## src/rtl/chord_voice_allocator_pkg.sv

```systemverilog
// Shared definitions for the chord voice allocator: FSM state encoding and note constants.
package chord_voice_allocator_pkg;

    localparam int MAX_VOICES = 8;
    localparam int REST_NOTE  = 0;

    typedef enum logic [1:0] {
        ST_IDLE  = 2'd0,
        ST_GRANT = 2'd1,
        ST_STALL = 2'd2
    } state_e;

endpackage

```

## src/rtl/chord_voice_allocator_voice_slot.sv

```systemverilog
// One voice slot: busy flag plus remaining-beat counter. A load beats a clear, and a clear beats a decrement.
module voice_slot
    import chord_voice_allocator_pkg::*;
#(
    parameter int DUR_W = 6
) (
    input  logic             clk,
    input  logic             reset,
    input  logic             play_enable_i,
    input  logic             beat_i,
    input  logic             load_i,
    input  logic             done_i,
    input  logic [DUR_W-1:0] load_dur_i,
    output logic             busy_o,
    output logic             busy_next_o,
    output logic [DUR_W-1:0] count_o
);

    localparam logic [DUR_W-1:0] ONE = DUR_W'(1);

    logic             busy_q;
    logic             busy_d;
    logic [DUR_W-1:0] count_q;
    logic [DUR_W-1:0] count_d;

    // Next-state for busy and count. The counter saturates at zero, and the last beat frees the voice.
    always_comb begin
        busy_d  = busy_q;
        count_d = count_q;
        if (load_i) begin
            busy_d  = 1'b1;
            count_d = load_dur_i;
        end else if (done_i) begin
            busy_d  = 1'b0;
            count_d = '0;
        end else if (beat_i && play_enable_i && (count_q != '0)) begin
            count_d = count_q - ONE;
            busy_d  = (count_q == ONE) ? 1'b0 : busy_q;
        end else begin
            busy_d  = busy_q;
            count_d = count_q;
        end
    end

    // Slot state registers.
    always_ff @(posedge clk or negedge reset) begin
        if (!reset) begin
            busy_q  <= 1'b0;
            count_q <= '0;
        end else begin
            busy_q  <= busy_d;
            count_q <= count_d;
        end
    end

    assign busy_o      = busy_q;
    assign busy_next_o = busy_d;
    assign count_o     = count_q;

endmodule

```

## src/rtl/chord_voice_allocator.sv

```systemverilog
// Accepts notes over a valid/ready handshake and assigns each one to a voice.
// A note goes to the lowest-index free voice. If no voice is free, it either steals the voice nearest expiry or stalls.
module chord_voice_allocator
    import chord_voice_allocator_pkg::*;
#(
    parameter int NUM_VOICES = 3,
    parameter int NOTE_W     = 6,
    parameter int DUR_W      = 6,
    parameter int STEAL_EN   = 1
) (
    input  logic                  clk,
    input  logic                  reset,
    input  logic                  play_enable,
    input  logic                  beat,
    input  logic                  req_valid,
    input  logic [NOTE_W-1:0]     req_note,
    input  logic [DUR_W-1:0]      req_duration,
    output logic                  req_ready,
    input  logic [NUM_VOICES-1:0] voice_done,
    output logic [NUM_VOICES-1:0] voice_load,
    output logic [NOTE_W-1:0]     voice_note,
    output logic [DUR_W-1:0]      voice_duration,
    output logic [NUM_VOICES-1:0] voice_busy,
    output logic                  steal_pulse,
    output logic                  all_idle
);

    localparam int   IDX_W    = (NUM_VOICES > 1) ? $clog2(NUM_VOICES) : 1;
    localparam logic STEAL_ON = (STEAL_EN != 0);

    state_e               state_q;
    logic [NOTE_W-1:0]    note_q;
    logic [DUR_W-1:0]     dur_q;

    logic [NUM_VOICES-1:0] busy_s;
    logic [NUM_VOICES-1:0] busy_next_s;
    logic [DUR_W-1:0]      count_s [NUM_VOICES];

    logic                  any_free_s;
    logic [IDX_W-1:0]      free_idx_s;
    logic [IDX_W-1:0]      min_idx_s;
    logic [DUR_W-1:0]      min_cnt_s;
    logic [IDX_W-1:0]      target_s;
    logic                  is_rest_s;
    logic                  strobe_s;
    logic [NUM_VOICES-1:0] load_s;

    genvar g;
    generate
        for (g = 0; g < NUM_VOICES; g++) begin : g_slot
            voice_slot #(.DUR_W(DUR_W)) u_slot (
                .clk          (clk),
                .reset        (reset),
                .play_enable_i(play_enable),
                .beat_i       (beat),
                .load_i       (load_s[g]),
                .done_i       (voice_done[g]),
                .load_dur_i   (dur_q),
                .busy_o       (busy_s[g]),
                .busy_next_o  (busy_next_s[g]),
                .count_o      (count_s[g])
            );
        end
    endgenerate

    // Target selection: lowest free index. If none is free, the smallest remaining count wins, with ties going to the lower index.
    always_comb begin
        any_free_s = ~&busy_s;
        free_idx_s = '0;
        min_idx_s  = '0;
        min_cnt_s  = count_s[0];
        for (int i = NUM_VOICES - 1; i >= 0; i--) begin
            if (!busy_s[i]) begin
                free_idx_s = IDX_W'(i);
            end else begin
                free_idx_s = free_idx_s;
            end
        end
        for (int i = 1; i < NUM_VOICES; i++) begin
            if (count_s[i] < min_cnt_s) begin
                min_cnt_s = count_s[i];
                min_idx_s = IDX_W'(i);
            end else begin
                min_cnt_s = min_cnt_s;
            end
        end
        target_s = any_free_s ? free_idx_s : min_idx_s;
    end

    assign is_rest_s = (note_q == NOTE_W'(REST_NOTE)) || (dur_q == '0);
    assign strobe_s  = (state_q == ST_GRANT) && play_enable && !is_rest_s && (any_free_s || STEAL_ON);
    assign load_s    = strobe_s ? (NUM_VOICES'(1) << target_s) : '0;

    // Handshake FSM. The pending note stays latched until it is granted or dropped as a rest.
    always_ff @(posedge clk or negedge reset) begin
        if (!reset) begin
            state_q <= ST_IDLE;
            note_q  <= '0;
            dur_q   <= '0;
        end else begin
            case (state_q)
                ST_IDLE: begin
                    if (req_valid) begin
                        note_q  <= req_note;
                        dur_q   <= req_duration;
                        state_q <= ST_GRANT;
                    end else begin
                        state_q <= ST_IDLE;
                    end
                end
                ST_GRANT: begin
                    if (!play_enable) begin
                        state_q <= ST_GRANT;
                    end else if (is_rest_s || any_free_s || STEAL_ON) begin
                        state_q <= ST_IDLE;
                    end else begin
                        state_q <= ST_STALL;
                    end
                end
                ST_STALL: begin
                    if (~&busy_next_s) begin
                        state_q <= ST_GRANT;
                    end else begin
                        state_q <= ST_STALL;
                    end
                end
                default: begin
                    state_q <= ST_IDLE;
                end
            endcase
        end
    end

    assign req_ready      = (state_q == ST_IDLE);
    assign voice_load     = load_s;
    assign voice_note     = strobe_s ? note_q : '0;
    assign voice_duration = strobe_s ? dur_q : '0;
    assign voice_busy     = busy_s;
    assign steal_pulse    = strobe_s && !any_free_s;
    assign all_idle       = (busy_s == '0) && (state_q == ST_IDLE);

endmodule

```

## config.mk

```make
export PLATFORM = sky130hd
export DESIGN_NAME = chord_voice_allocator
export DESIGN_NICKNAME = d
export VERILOG_FILES = /design/src/rtl/chord_voice_allocator_pkg.sv /design/src/rtl/chord_voice_allocator_voice_slot.sv /design/src/rtl/chord_voice_allocator.sv
export SDC_FILE = /design/constraint.sdc
export NUM_CORES = 1
export LEC_CHECK = 0
export CAP_MARGIN = 40
export CORE_UTILIZATION = 55
export CTS_BUF_LIST = sky130_fd_sc_hd__clkbuf_8 sky130_fd_sc_hd__clkbuf_16
export CTS_CLUSTER_SIZE = 28
export DETAILED_ROUTE_END_ITERATION = 6
export MAX_ROUTING_LAYER = met4
export PLACE_DENSITY = 0.93
export SLEW_MARGIN = 20
export SYNTH_ARGS = -nofsm -noshare
export SYNTH_HDL_FRONTEND = slang
export SYNTH_SLANG_ARGS = --single-unit
export TNS_END_PERCENT = 10
```

## constraint.sdc

```tcl
create_clock -name clk -period 8.4 [get_ports clk]
set_clock_uncertainty 0.1 [all_clocks]
set_input_delay 1.68 -clock clk [delete_from_list [all_inputs] [get_ports clk]]
set_output_delay 1.68 -clock clk [all_outputs]
set_load 0.02 [all_outputs]
```

# Word-level counts from Yosys, hierarchy flattened
# Index checks and enable logic that the tools add are counted.
# W data, S select, Z words.
# word_totals
ff_bits	35
input_bits	20
out_inout_bits	21
word_cells	78
# op_classes
add_sub_neg	3
n_lt_le_gt_ge	2
eq_ne	5
shift	1
muxes	35
n_reduce_logical	23
# op_table
cell	n
$mux W6	12
$eq A6 B1 Y1 const B	3
$reduce_bool A6 Y1	3
$sub A6 B1 Y6 const B	3
$mux W1	15
$logic_not A6 Y1	2
$lt A6 B6 Y1	2
$mux W2	6
$reduce_bool A3 Y1	3
$logic_and A1 B1 Y1	8
$pmux W2 S3	1
$reduce_and A3 Y1	2
$logic_not A3 Y1	1
$mux W3	1
$shl A1 B2 Y3 const A	1
$eq A2 B1 Y1 const B	1
$eq A2 B2 Y1 const B	1
$logic_not A2 Y1	1
$reduce_and A2 Y1	1
$logic_not A1 Y1	1
$logic_or A1 B1 Y1	1

# Longest topological paths before layout
# Gate-level depths: netlist (run 1).
# depth
ltp_word	11
ltp_mapped	17
ltp_nobuf	15

# Hierarchy
# A second synthesis (run 1) with hierarchy kept.
# hier_totals
cells_unflattened	230
hier_area_um2	2376.0
# by_module_without_submodules
mod	n_inst	cells_each	area_per_inst_um2	seq_area_each_um2
voice_slot	3	42	439.2	175.2
chord_voice_allocator	1	104	1058.5	350.3

# Worst setup path after synthesis (run 1)
# Ideal clock, no wire load.
# synth_path
path_kind	register to output
from	register g_slot[0].u_slot.count_q[3]
to	output port voice_load[2]
t_arrival_ps	2999
t_required_ps	6620
slack_ps	3621
path_stages_with_launch	16
n_path_buf	3
path_cell_list	dfrtp_1 > inv_1 > ha_1 > a21oi_1 > o21ai_0 > o21bai_1 > buf_4 > mux2i_1 > ha_1 > a21o_1 > a21oi_1 > nand3_1 > a211o_1 > a21oi_2 > buf_4 > buf_4
# synth_between
elab_chain_len	7
elab_cells_between_ends	8
cone_classes	order compare (2); shift (1); mux (5)
# synth_rtl
item	line	text
start, declared	chord_voice_allocator_voice_slot.sv:23	logic [DUR_W-1:0] count_q;
start signal, assigned	chord_voice_allocator_voice_slot.sv:52	count_q <= count_d;
$lt A6 B6 Y1	chord_voice_allocator.sv:80	if (count_s[i] < min_cnt_s) begin
$mux W6	chord_voice_allocator.sv:80	
$lt A6 B6 Y1	chord_voice_allocator.sv:80	
$mux W2 (*)	chord_voice_allocator.sv:80	
$mux W2 (*)	chord_voice_allocator.sv:87	target_s = any_free_s ? free_idx_s : min_idx_s;
$shl A1 B2 Y3 (*)	chord_voice_allocator.sv:92	assign load_s = strobe_s ? (NUM_VOICES'(1) << target_s) : '0;
$mux W3 (*)	chord_voice_allocator.sv:92	
end, declared	chord_voice_allocator.sv:20	output logic [NUM_VOICES-1:0] voice_load,
# Mark *: on every way between the ends. The rest lies on a longest branch, timed or not.

# Worst setup path in the final report (run 1)
# layout_path
from	input port play_enable
to	output port voice_load[2]
# layout_between
elab_chain_len	3
# layout_rtl
item	line	text
start, declared	chord_voice_allocator.sv:13	input logic play_enable,
$logic_and A1 B1 Y1 (2 in series)	chord_voice_allocator.sv:91	assign strobe_s = (state_q == ST_GRANT) && play_enable && !is_rest_s && (any_free_s || STEAL_ON);
$mux W3	chord_voice_allocator.sv:92	
# Every way passes these cells.

==> reports/summary.txt, run 1 <==
Boundary pin count: 41
WP data required: 6.62 ns
Setup Buffers After CTS: 0
Crit path depth: 7
Sequential cell area fraction in the yosys report: 35.92%
Area grow syn2layout: 20.06%
# Max-Cap Violations: 0
Final setup violation count: 0
Setup crit end: voice_load[2]
Commonest non-fill, non-tap cell in the layout: clkdlybuf4s50_1
FMAX: 160.6 MHz
Clock-pin slew on the worst setup and hold paths: 0.07 ns
Pwr dens: 302.5 nW/um2
Most frequent cells in the layout: 40 x clkdlybuf4s50_1, 35 x dfrtp_1, 25 x nor2_1
Final hold violation count: 0
Final wirelength: 5833 um
Pwr Total: 0.8856 mW
Top cells by area, synth: dfrtp_1 36%, ha_1 8.2%, mux2_2 7.9%, nor2_1 3.8%, xnor2_1 3.2%
Crit Path Class: input pin to output port
Synth Cell Area: 2439 um2
Antenna-violating nets left: 0
Placed Area: 2819 um2
Clock Latency Late Sink: 0.29 ns
# DRC: 0
Root Driver: clkbuf_8
Crit. End Element: output port
CORE AREA: 4115 um2
R2R Path Start: g_slot[0].u_slot.count_o[3]
Main synth FF type: dfrtp_1
DR pass1 iterations: 4
Setup TNS: 0 ns
All-layer global routing usage: 27.97%
Global placement routability congestion: 0.9454
Yosys top cell area share: 35.92%
Clock Sinks: 35
Initial DRC Count: 123
Post_cts resized: 0
Vias per std cell: 5.997
Vias in the first global route: 2,014
Initial Utilization: 59.26%
Worst Setup SP: play_enable
CTS tree: yes
Relative slew slack: 58.59%
RSZ-0062 raised after global routing: false
Most used cell along the critical path: clkdlybuf4s50_1
Status: finished clean
Cts hold-fix bufs: 0
Reg area: 875.8 um2
Multi-input gate area: 1398 um2
CP max FO: 14
Post-synth ARST share: 100.0%
CP arrival: 4.45 ns
Die Width: 68.59 um
Final Util: 71.15%
Share of cells above drive strength 1: 12.93%
Startpoint types: input pin
Min Hold Slack: 0.4442 ns
Post-synth top area cell: dfrtp_1
Largest net degree at the start of global routing: 36
Initial antenna violation count: 0
Largest delay share family, worst path: buffers and inverters
Crit-path slowest cell: clkdlybuf4s50_1
Synthesis-stage register bit count: 35
Die extent in y: 68.59 um
FF-to-FF path depth: 15
Number of inserted diodes: 0
Syn_area_per_cell: 9.526 um2
# rows: 23
Post-synth cell types: 44
Period utilization: 74.12%
YS warnings: 0
IR drop worst, VDD: 0.0001644 V
Leakage: 1.277 nW
Worst min path class: register to register
Fin crit period: 6.226 ns
Final nets: 329
GRT Residual Overflow: 0
Syn Nets: 292
Htree depth: 2
Vias: 2,063
Die area: 4704 um2
Max Slew Vio Count: 0
Detailed Place HPWL: 4097 um
HP Start: note_q[0]
Fin area: 2928 um2
Placed Cells: 335
Cell count after synthesis: 256
Port Buf Inserts: 40
First-pass GRT wire length: 9142 um
Clock Path Buffers: 2
Slowest cell delay on critical path: 0.73 ns
Non-Filler Instances: 344
Post-synth EDFFs: 0
R2R Setup Slk: 4.55 ns
Final setup margin: 2.174 ns
DR WL/cell: 16.96 um
Pre-CTS WS: 2.232 ns
Worst Tran Pin Value: 0.6212 ns
Worst reg2reg endpoint: state_q[1]
FILL cells: 324
Number of CTS-inserted buffers: 5
Cell Chain, Critical Path: clkdlybuf4s50_1 > inv_1 > a211oi_2 > and2_1 > nand3_2 > a21oi_2 > clkdlybuf4s50_1
WP buf/inv: 3
-- routing by layer --
metal / global-route usage (%) / vias up / part of all wire [%]
met5: - / - / 0
met4: 12.24 / 0 / 1.9
met3: 5.921 / 14 / 7.2
met2: 45.47 / 85 / 47
met1: 33.30 / 998 / 44
li1: - / 966 / -
-- state kept, by name, indices dropped and copies added, names as in the netlist --
signal,flops
dur_q,6
g_slot.u_slot.busy_o,3
g_slot.u_slot.count_o,18
note_q,6
state_q,2
-- layout make-up --
type | count | area share, %
tap | 50 | 2.137
timing repair buffer | 42 | 14.10
sequential | 35 | 29.91
multi-input combinational | 189 | 47.73
clock buffer | 7 | 3.291
inverter | 20 | 2.564
clock inverter | 1 | 0.2564
-- worst min path at each step --
stage                endpoint  slack (ns)  cells past startpoint
detailed placement  note_q[3]        0.42                      1
global route        note_q[2]        0.47                      1
floorplan           note_q[0]        0.40                      1
global placement    note_q[2]        0.41                      1
CTS                 note_q[3]        0.44                      1
finish              note_q[0]        0.44                      1
-- kinds of logic after synthesis --
group                    Yosys count  synth area share [%]
AO/OA/AOI/OAI                     40                 11.70
XOR/XNOR                          12                 4.310
adder cells (fa/ha/maj)           16                 8.209
buffers and inverters             32                 6.773
flip-flops                        35                 35.92
multiplexers                      28                 13.44
AND/OR/NAND/NOR                   93                 19.65
-- where the power goes --
group / internal, mW / leakage [nW] / switching [mW]
sequential: 0.214 / 0.450 / 0.0715
combinational: 0.218 / 0.777 / 0.245
clock: 0.0746 / 0.0505 / 0.0636
total: 0.506 / 1.28 / 0.380
-- cell usage after synthesis (5+ instances only) --
cell / count
a21oi_1: 12
and2_1: 9
and3_1: 7
buf_4: 8
dfrtp_1: 35
ha_1: 16
inv_1: 20
mux2_2: 17
mux2_4: 5
mux2i_1: 5
nand2_1: 18
nand3_1: 5
nand4_1: 5
nor2_1: 25
nor3_1: 8
nor4_1: 5
o31ai_1: 6
xnor2_1: 9
No activity file was read; power rests on OpenSTA's default activity.
==> inputs of run 2 (changes only) <==
CORE_UTILIZATION = 48   (was 55)
PLACE_DENSITY = 0.87   (was 0.93)
clock period = 5 ns   (was 8.4 ns; I/O delays follow)
==> reports/summary.txt, run 2 (synthesis gave the netlist of run 1 again) <==
Status: finished clean
Final wirelength: 6082 um (+4.3%)
Fin crit period: 4.902 ns
Initial antenna violation count: 0 (unchanged)
FMAX: 204.0 MHz
Final setup margin: 0.09768 ns (-2.076 ns)
RSZ-0062 raised after global routing: true
Boundary pin count: 41 (unchanged)
Clock Latency Late Sink: 0.29 ns (about the same)
Clock Path Buffers: 2 (unchanged)
Most frequent cells in the layout: 39 x clkdlybuf4s50_1, 34 x dfrtp_1, 25 x nor2_1
Area grow syn2layout: 22.63%
Die extent in y: 73.28 um (+6.8%)
CP max FO: 11 (-3)
# Max-Cap Violations: 0 (unchanged)
CP arrival: 3.80 ns (-0.65 ns)
Vias in the first global route: 2,016 (+0.099%)
Root Driver: clkbuf_8
P_sw: 0.6613 mW (+74%)
Vias per std cell: 5.624 (-6.2%)
DR pass1 iterations: 4 (unchanged)
Setup Buffers After CTS: 0 (unchanged)
Largest net degree at the start of global routing: 36 (unchanged)
Fin area: 2990 um2 (+2.1%)
Startpoint types: register
Vias: 2,047 (-0.78%)
Setup crit end: voice_load[0]
Antenna-violating nets left: 0 (unchanged)
Final setup violation count: 0 (unchanged)
Worst reg2reg endpoint: state_q[1]
Number of inserted diodes: 0 (unchanged)
All-layer global routing usage: 25.36% (-2.6 points)
Final hold violation count: 0 (unchanged)
Die Width: 73.28 um (+6.8%)
Crit. End Element: output port
# DRC: 0 (unchanged)
Global placement routability congestion: 0.9295 (-1.7%)
Initial DRC Count: 160 (+30%)
Clock power share: 15.1% (-0.5 points)
Clock Sinks: 35 (unchanged)
First-pass GRT wire length: 9708 um (+6.2%)
Port Buf Inserts: 40 (unchanged)
Period utilization: 98.05%
Detailed Place HPWL: 4348 um (+6.1%)
Max reg flops: 18 (unchanged)
Sequential Power Share: 31.5% (-0.7 points)
Commonest non-fill, non-tap cell in the layout: clkdlybuf4s50_1
Internal Power: 0.8612 mW (+70%)
Relative slew slack: 63.47% (+4.9 points)
Clock-pin slew on the worst setup and hold paths: 0.08 ns (about the same)
Htree depth: 2 (unchanged)
DR WL/cell: 16.71 um (-1.5%)
Number of CTS-inserted buffers: 5 (unchanged)
GRT Residual Overflow: 0 (unchanged)
Crit Path Class: register to output port
R2R Path Start: g_slot[0].u_slot.count_o[3]
Die area: 5369 um2 (+14%)
# rows: 25 (+8.7%)
Gate power share: 53.4% (+1.2 points)
Leakage: 1.318 nW (+3.2%)
Worst Tran Pin Value: 0.5480 ns (-0.07320 ns)
Max Slew Vio Count: 0 (unchanged)
Initial Utilization: 50.62% (-8.6 points)
IR drop worst, VDD: 0.0002615 V (+59%)
Worst Setup SP: g_slot[0].u_slot.count_o[3]
Worst min path class: register to register
Final nets: 332 (+0.91%)
FF-to-FF path depth: 15 (unchanged)
WP data required: 3.90 ns (-2.72 ns)
Placed Area: 2870 um2 (+1.8%)
CORE AREA: 4817 um2 (+17%)
CTS tree: yes
Pwr dens: 509.1 nW/um2 (+68%)
Pwr Total: 1.523 mW (+72%)
Pre-CTS WS: 0.07638 ns (-2.156 ns)
Net Sw Frac: 43.43% (+0.57 points)
Share of cells above drive strength 1: 14.48% (+1.6 points)
R2R Setup Slk: 1.34 ns (-3.21 ns)
## run 2: cell types whose count changed in the layout (fill, tap and decap cells not counted)
| cell | previous run | this run |
|---|---|---|
| dfrtp_1 | 35 | 34 |
| buf_4 | 1 | 5 |
| nor3_1 | 8 | 7 |
| nor3_2 | 0 | 1 |
| dfrtp_2 | 0 | 1 |
| inv_1 | 20 | 21 |
| dlymetal6s2s_1 | 0 | 1 |
| clkinvlp_4 | 1 | 0 |
| buf_2 | 1 | 0 |
| o21bai_1 | 2 | 1 |
| o21bai_4 | 0 | 1 |
| clkdlybuf4s50_1 | 40 | 39 |
## run 2: worst min path at each step
stage                         start        end  depth (start not counted)
final                     note_q[0]  note_q[0]                          1
after global routing      note_q[1]  note_q[1]                          1
after CTS                 note_q[0]  note_q[0]                          1
after detailed placement  note_q[0]  note_q[0]                          1
after global placement    note_q[3]  note_q[3]                          1
after floorplan           note_q[0]  note_q[0]                          1
## run 2: metal layers
| metal | GRT usage (%) | wire [um] |
|---|---|---|
| met2 | 39.09 | 2970 |
| met1 | 33.36 | 2647 |
| met5 | - | 0 |
| met3 | 6.173 | 392 |
| met4 | 6.754 | 72 |
## run 2: critical path: stages (launching register included)
cell and delay (ns):
dfrtp_1 0.42, inv_1 0.09, ha_1 0.31, a21oi_1 0.07, o21ai_0 0.24, o21bai_4 0.26, mux2i_1 0.24, ha_1 0.28
a21o_1 0.18, a21oi_1 0.19, nand3_1 0.19, nor3_2 0.28, o21ai_1 0.10, nand2_1 0.12, inv_1 0.04, clkdlybuf4s50_1 0.52
## run 2: metrics by stage
stage / TNS, ns / util [%] / hold WS [ns] / cells
after detailed placement: 0 / 59.58 / 0.4244 / 356
final: 0 / 62.08 / 0.4458 / 364
after global routing: -0.1616 / 62.08 / 0.4708 / 364
after floorplan: 0 / - / 0.3953 / 256
after CTS: 0 / 61.74 / 0.4447 / 364
after global placement: 0 / 59.58 / 0.4167 / 356
## run 2: power by group through the flow
stage | combinational [mW] | sequential (mW) | clock, mW
after detailed placement | 0.765 | 0.481 | 0
after global placement | 0.725 | 0.480 | 0
after floorplan | 0.615 | 0.438 | 0
after global routing | 0.905 | 0.491 | 0.247
after CTS | 0.778 | 0.477 | 0.235
final | 0.813 | 0.479 | 0.231
## run 2: timing repair
| action | 4_1_cts | 5_1_grt |
|---|---|---|
| hold buffers | 0 | 0 |
| setup endpoints to repair | 3 | 3 |
| gates resized for setup | 1 | 4 |
## run 2: final cells by class
class / instances / area [um2]
repair buffers: 45 / 440.4
flip-flops and latches: 35 / 877.1
multi-input cells: 189 / 1414
fillers: 407 / 1827
inverters: 20 / 75.07
clock inverters: 1 / 3.754
well taps: 67 / 83.83
clock buffers: 7 / 96.34
==> inputs of run 3 (changes only) <==
CTS_CLUSTER_SIZE = unset   (was 28)
PLACE_DENSITY = 0.75   (was 0.87)
==> reports/summary.txt, run 3 (synthesis gave the netlist of run 1 again) <==
Crit Path Class: register to output port
Hold depth: 1 (unchanged)
Worst Tran Pin Value: 0.5338 ns (-0.01420 ns)
Min Hold Slack: 0.4343 ns (-0.01152 ns)
Number of inserted diodes: 0 (unchanged)
Final setup margin: 0.1972 ns (+0.09949 ns)
Number of CTS-inserted buffers: 5 (unchanged)
Vias in the first global route: 1,971 (-2.2%)
Clock-pin slew on the worst setup and hold paths: 0.07 ns (about the same)
Die Width: 73.28 um (unchanged)
CTS tree: yes
DR pass1 iterations: 4 (unchanged)
Startpoint types: register
Pre-CTS WS: 0.07701 ns (+0.0006333 ns)
Leakage: 1.322 nW (+0.24%)
Boundary pin count: 41 (unchanged)
Share of cells above drive strength 1: 14.72% (+0.24 points)
Area grow syn2layout: 22.32%
Pwr dens: 500.5 nW/um2 (-1.7%)
Worst Setup SP: g_slot[0].u_slot.count_o[3]
Commonest non-fill, non-tap cell in the layout: clkdlybuf4s50_1
Crit. End Element: output port
Worst min path class: register to register
FMAX: 208.2 MHz (+2.1%)
Root Driver: clkbuf_8
Vias per std cell: 5.377 (-4.4%)
GRT Residual Overflow: 0 (unchanged)
Relative slew slack: 64.41% (+0.95 points)
Initial antenna violation count: 0 (unchanged)
Die extent in y: 73.28 um (unchanged)
# rows: 25 (unchanged)
CP max FO: 7 (-4)
Antenna-violating nets left: 0 (unchanged)
HP Start: note_q[5]
Clock Sinks: 35 (unchanged)
RSZ-0062 raised after global routing: false
Max reg flops: 18 (unchanged)
R2R Setup Slk: 1.44 ns (+0.10 ns)
# Max-Cap Violations: 0 (unchanged)
FF-to-FF path depth: 15 (unchanged)
Vias: 1,968 (-3.9%)
Initial DRC Count: 69 (-57%)
CORE AREA: 4817 um2 (unchanged)
Final nets: 334 (+0.60%)
Largest net degree at the start of global routing: 36 (unchanged)
Setup TNS: 0 ns (unchanged)
Global placement routability congestion: 0.8737 (-6.0%)
Clock Path Buffers: 2 (unchanged)
WP data required: 3.90 ns (about the same)
Cts hold-fix bufs: 0 (unchanged)
R2R Path Start: g_slot[0].u_slot.count_o[3]
IR drop worst, VDD: 0.0002719 V (+4.0%)
CP arrival: 3.70 ns (-0.10 ns)
Port Buf Inserts: 40 (unchanged)
Hold EP: note_q[5]
Worst reg2reg endpoint: g_slot[0].u_slot.count_o[2]
Most frequent cells in the layout: 39 x clkdlybuf4s50_1, 35 x dfrtp_1, 25 x nor2_1
Status: finished clean
Max Slew Vio Count: 0 (unchanged)
First-pass GRT wire length: 9770 um (+0.64%)
Final setup violation count: 0 (unchanged)
All-layer global routing usage: 25.39% (about the same)
Final Util: 61.92% (-0.16 points)
Final wirelength: 5800 um (-4.6%)
Htree depth: 2 (unchanged)
Fin crit period: 4.803 ns (-0.09949 ns)
Initial Utilization: 50.62% (unchanged)
Die area: 5369 um2 (unchanged)
Final hold violation count: 0 (unchanged)
# DRC: 0 (unchanged)
Detailed Place HPWL: 4332 um (-0.37%)
Period utilization: 96.06% (-2.0 points)
Clock Latency Late Sink: 0.29 ns (about the same)
DR WL/cell: 15.85 um (-5.2%)
[run 3: critical path, cell delays in order, from the launching register on]
cell and delay (ns):
dfrtp_1 0.41, inv_1 0.09, ha_1 0.30, a21oi_1 0.07
o21ai_1 0.19, o21bai_4 0.20, mux2i_1 0.26, ha_1 0.29
a21o_1 0.19, a21oi_1 0.18, nand3_1 0.14, nor3_1 0.30
o21ai_1 0.12, nand2_1 0.11, inv_1 0.04, clkdlybuf4s50_1 0.53
[run 3: what timing repair did]
| action | 4_1_cts | 5_1_grt |
|---|---|---|
| gates resized for setup | 2 | 2 |
| gates cloned | 0 | 0 |
| pin swaps | 0 | 1 |
| endpoints found under the setup margin | 3 | 3 |
| setup buffers | 0 | 2 |
[run 3: worst max-delay path by stage]
stage,to,slack (ns),cells past startpoint
floorplan,voice_load[2],0.90,15
global placement,voice_load[2],0.10,12
detailed placement,voice_load[2],0.08,12
CTS,voice_load[2],0.03,13
global route,voice_load[1],0.002,15
finish,voice_load[0],0.20,15
[run 3: layout make-up]
class                      instances  area (um2)
sequential                        35       875.8
clock inverter                     3       15.01
inverter                          20       75.07
multi-input combinational        189        1409
fill                             421        1834
clock buffer                       5       68.82
timing repair buffer              47       455.4
tap                               67       83.83
[run 3: through the flow]
step	power [mW]	cells	cell area [um2]
2_1_floorplan	1.053	256	2439
3_3_place_gp	1.221	356	2870
3_5_place_dp	1.238	356	2870
4_1_cts	1.466	364	2965
5_1_grt	1.625	366	2983
6_report	1.493	366	2983
[run 3: report_power, final]
part | internal [mW] | switching, mW
sequential | 0.359 | 0.121
combinational | 0.400 | 0.416
clock | 0.0952 | 0.101
total | 0.855 | 0.638
[run 3: layer usage]
layer  routed length, um  global-route usage, %  vias to the layer above  share of wire, %
li1                    -                      -                      985                 -
met1                2736                  34.12                      921                47
met2                2700                  40.12                       58                47
met3                 331                  4.664                        4               5.7
met4                  32                  5.447                        0              0.55
met5                   0                      -                        -                 0
